<file path="src/rtl/alu_ops_pkg.sv">
// Shared ALU opcode definitions used by every block that drives the ALU.
// ALU_SHL shifts operand A left by one bit. Operand B is ignored for that opcode.
package alu_ops_pkg;

    typedef logic [3:0] alu_op_t;

    localparam alu_op_t ALU_PASSA = 4'h0;
    localparam alu_op_t ALU_ADD   = 4'h1;
    localparam alu_op_t ALU_SUB   = 4'h2;
    localparam alu_op_t ALU_AND   = 4'h3;
    localparam alu_op_t ALU_OR    = 4'h4;
    localparam alu_op_t ALU_XOR   = 4'h5;
    localparam alu_op_t ALU_SHL   = 4'h6;
    localparam alu_op_t ALU_SHR   = 4'h7;

endpackage

</file>
<file path="src/rtl/alu_seq_pkg.sv">
// State encoding shared by the ALU-driving sequencers.
package alu_seq_pkg;

    typedef enum logic [1:0] {
        IDLE  = 2'd0,
        ADD   = 2'd1,
        SHIFT = 2'd2,
        DONE  = 2'd3
    } seq_state_e;

endpackage

</file>
<file path="src/rtl/alu_mul_seq.sv">
// Shift-and-add multiplier that borrows an external ALU for both the accumulate and the shift.
// Only the low WIDTH bits of the product are kept.
module alu_mul_seq
    import alu_ops_pkg::*;
    import alu_seq_pkg::*;
#(
    parameter int WIDTH = 32
) (
    input  logic             clk,
    input  logic             rst,
    input  logic             start,
    input  logic [WIDTH-1:0] a_in,
    input  logic [WIDTH-1:0] b_in,
    output logic             busy,
    output logic             done,
    output logic [WIDTH-1:0] product,
    output logic [3:0]       alu_op,
    output logic             alu_oe,
    output logic             alu_carry,
    output logic [WIDTH-1:0] alu_a,
    output logic [WIDTH-1:0] alu_b,
    input  logic [WIDTH-1:0] alu_result
);

    localparam int CNT_W = ($clog2(WIDTH) + 1 < 5) ? 5 : $clog2(WIDTH) + 1;
    localparam logic [CNT_W-1:0] CNT_LAST = CNT_W'(WIDTH - 1);

    seq_state_e       state_q, state_d;
    logic [WIDTH-1:0] m_q, m_d;
    logic [WIDTH-1:0] q_q, q_d;
    logic [WIDTH-1:0] p_q, p_d;
    logic [CNT_W-1:0] cnt_q, cnt_d;
    logic [WIDTH-1:0] q_shr;

    assign q_shr = q_q >> 1;

    always_comb begin
        state_d = state_q;
        m_d     = m_q;
        q_d     = q_q;
        p_d     = p_q;
        cnt_d   = cnt_q;
        alu_op  = ALU_PASSA;
        alu_oe  = 1'b0;
        alu_a   = '0;
        alu_b   = '0;
        case (state_q)
            IDLE: begin
                if (start) begin
                    m_d   = a_in;
                    q_d   = b_in;
                    p_d   = '0;
                    cnt_d = '0;
                    if (b_in == '0) begin
                        state_d = DONE;
                    end else if (b_in[0]) begin
                        state_d = ADD;
                    end else begin
                        state_d = SHIFT;
                    end
                end
            end
            ADD: begin
                alu_op  = ALU_ADD;
                alu_oe  = 1'b1;
                alu_a   = p_q;
                alu_b   = m_q;
                p_d     = alu_result;
                state_d = SHIFT;
            end
            SHIFT: begin
                alu_op = ALU_SHL;
                alu_oe = 1'b1;
                alu_a  = m_q;
                m_d    = alu_result;
                q_d    = q_shr;
                cnt_d  = cnt_q + CNT_W'(1);
                // Zero-run skipping: leave as soon as no multiplier bits remain.
                if (q_shr == '0 || cnt_q == CNT_LAST) begin
                    state_d = DONE;
                end else if (q_shr[0]) begin
                    state_d = ADD;
                end else begin
                    state_d = SHIFT;
                end
            end
            DONE: begin
                state_d = IDLE;
            end
            default: begin
                state_d = IDLE;
            end
        endcase
    end

    always_ff @(posedge clk) begin
        if (rst) begin
            state_q <= IDLE;
            m_q     <= '0;
            q_q     <= '0;
            p_q     <= '0;
            cnt_q   <= '0;
        end else begin
            state_q <= state_d;
            m_q     <= m_d;
            q_q     <= q_d;
            p_q     <= p_d;
            cnt_q   <= cnt_d;
        end
    end

    // P only moves between an accepted start and DONE, so it doubles as the held product.
    assign product   = p_q;
    assign busy      = (state_q != IDLE);
    assign done      = (state_q == DONE);
    assign alu_carry = 1'b0;

endmodule

</file>
<file path="config.mk">
export PLATFORM = sky130hd
export DESIGN_NAME = alu_mul_seq
export DESIGN_NICKNAME = d
export VERILOG_FILES = /design/src/rtl/alu_ops_pkg.sv /design/src/rtl/alu_seq_pkg.sv /design/src/rtl/alu_mul_seq.sv
export SDC_FILE = /design/constraint.sdc
export NUM_CORES = 1
export LEC_CHECK = 0
export CORE_MARGIN = 4
export CORE_UTILIZATION = 45
export CTS_CLUSTER_SIZE = 14
export DETAILED_ROUTE_END_ITERATION = 8
export PLACE_DENSITY = 0.85
export SYNTH_ARGS = -nofsm -noshare
export SYNTH_HDL_FRONTEND = slang
export SYNTH_SLANG_ARGS = --single-unit
</file>
<file path="constraint.sdc">
create_clock -name clk -period 2.1 [get_ports clk]
set_input_delay 0.21 -clock clk [delete_from_list [all_inputs] [get_ports clk]]
set_output_delay 0.21 -clock clk [all_outputs]
set_load 0.005 [all_outputs]
</file>
==> impl_metrics.ini <==
[timing]
min_period_ns = 2.07
fin_crit_sh_pct = 98.6
slew_headroom_pct = 35.3
clock_skew_ns = 0.00816
hold_viol = 0
fmax_mhz = 483
worst_pin_slew_ns = 0.965
rsz0062_at_grt = yes
drv_slew = 0
setup_viol = 0
holdWs_ns = 0.284

[cts]
cts_hold_buf = 0
cts_max_level = 3
cts_tree = built
cts_sinks = 103
clk_latency_ns = 0.33
cts_made_buffers = 9
path_clk_slew_ns = 0.07
cts-root-buf = clkbuf_16
clockBufferDepth = 2

[pwr]
p_sw_share_pct = 32.6
p_switching_mw = 2.18
seqPwrFrac_pct = 36.8
internal_power_mw = 4.50
pwr_density_cell_nw_per_um2 = 806
irDropWorstVdd_v = 0.000580
combPwrFrac_pct = 37.3
p_clk_share_pct = 25.9
leakagePower_nw = 3.20
total_power_mw = 6.68

[outcome]
outcome = completed

[synthesis]
ys_ff_latch = 103
syn_area_per_cell_um2 = 9.59
yosys.area.top_type = dfxtp_1
synth_cells = 577
async_flop_share_pct = 0
synth_edf_count = 0
ys.flop_type = dfxtp_1
synth.area.top_cells = dfxtp_1 (37%), a211oi_2 (14%), mux2i_1 (11%)
seq_area_frac_synth_pct = 37.3
yosysUniqueCellTypes = 35
ys_warn_count = 0
synth_common_cells = dfxtp_1 (103), nor2_1 (101), a22oi_1 (64)
synth.most_common_cell = dfxtp_1
synth_top_area_share_pct = 37.3
netlist_area_um2 = 5530

[grt]
grtUsageTotal_pct = 23.5
antenna_found_initial = 0
first_global_vias = 5408
grt_max_degree = 61
overflow = 0
grt_first_pass_wirelength_um = 27300

[placed_design]
gp_congestion = 0.872
place_hpwl_um = 12000
placed_area_um2 = 7630
port_buffers = 200

[floorplan]
coreArea_um2 = 12000
rows = 40
io_pins = 203
die_width_um = 119
die_h_um = 119
initial_utilization_pct = 46.1
dieArea_um2 = 14100

[setup_path]
critical_path_class = register to register
required_ns = 2.37
cp.arrival_ns = 2.34
cp_max_fo = 18
start_kind = register
end_kind = register

[detailed_routing]
ant_nets = 0
dr.pass1.iters = 5
via_count = 5247
routed_wl_um = 17600
post_drt_wl_per_cell_um = 19.1
drtIter0Drc = 396
vias_per_cell = 5.71
drcViolationCount = 0

[final_layout]
finalInstanceArea_um2 = 8290
drive_gt1_share_pct = 17.6
num_antenna_cells = 0
num-nets-final = 871
fillCellCount = 929
synthToLayoutAreaGrowth_pct = 49.7
post-route-util_pct = 69.0

[worst_hold_path]
hold_class = primary input to register

[job]
max_cap_violations = 0
-- metrics by stage --
stage | worst slack (ns) | setup TNS [ns] | instances
after global routing | -0.0676 | -0.316 | 919
after detailed placement | -0.0347 | -0.0741 | 886
final | 0.0287 | 0 | 919
after CTS | -0.145 | -0.352 | 914
after floorplan | 0.481 | 0 | 578
after global placement | 0.133 | 0 | 886
-- kinds of logic after synthesis --
group | synth area share (%)
mux | 11.5
flops | 37.3
simple gates | 18.3
compound gates | 24.0
other cells | 0.0678
xor+xnor | 0.633
buf+inv | 7.10
fa+ha+maj | 1.13
-- worst max-delay path, cell delays in order (launching register included) --
cell	delay, ns
dfxtp_4	0.38
inv_4	0.06
ha_4	0.18
buf_12	0.13
buf_16	0.14
a21boi_2	0.77
a22oi_1	0.21
nor2_1	0.14
-- routing by layer --
layer	global-route usage (%)	part of all wire (%)
met3	4.42	5.9
met2	44.3	54
met4	7.24	1.9
met1	26.5	38
met5	0	0
-- power groups by stage --
stage | logic, mW | registers (mW) | clock network (mW)
after floorplan | 1.54 | 2.42 | 0
after global placement | 2.14 | 2.46 | 0
after detailed placement | 2.22 | 2.48 | 0
after CTS | 2.45 | 2.45 | 1.77
after global routing | 2.67 | 2.49 | 1.85
final | 2.49 | 2.46 | 1.73
-- layout make-up --
type / count / area, µm² / area share, %
clock inverters: 5 / 65.1 / 0.785
repair buffers: 234 / 2500 / 30.2
multi-input cells: 415 / 3190 / 38.5
clock buffers: 11 / 253 / 3.05
inverters: 4 / 20.0 / 0.242
flip-flops and latches: 103 / 2070 / 25.0
well taps: 147 / 184 / 2.22
-- sequential cells by signal, summed over array words and instances (netlist names) --
name and cells:
cnt_q 6, state_q 2, product 32, m_q 32, q_q 31
-- final timing paths --
| kind | start | endpoint | slack (ns) | cells past startpoint |
|---|---|---|---|---|
| max | state_q[1] | product[0] | 0.03 | 7 |
| min | rst | product[6] | 0.28 | 2 |
| max reg2reg | state_q[1] | product[0] | 0.03 | 7 |
| min reg2reg | cnt_q[0] | cnt_q[0] | 0.49 | 2 |
-- cells in the final DEF, fill, tap and decap left out, drive strengths merged, types with 2 or more instances in the layout --
cell type	Yosys	routed
nor2b	33	33
nand2	5	5
a22oi	64	64
mux2i	62	62
nand4	7	7
conb	1	2
nor2	101	101
a211oi	63	63
buf	35	33
clkdlybuf4s50	0	152
and2	33	33
clkbuf	22	13
clkinvlp	0	2
a21oi	2	2
ha	5	5
a21boi	1	2
o21ai	3	3
dfxtp	103	103
dlymetal6s2s	0	10
dlygate4sd2	0	35
nor4	15	15
inv	4	5
xor2	4	4
nor3	4	4
bufbuf	0	2
-- timing repair --
| action | CTS | global route |
|---|---|---|
| buffers inserted | 6 | 6 |
| endpoints found under the setup margin | 93 | 56 |
| pin swaps | 3 | 3 |
| gates resized for setup | 65 | 17 |
| cloned | 6 | 1 |
(Power assumes the default switching activity.)
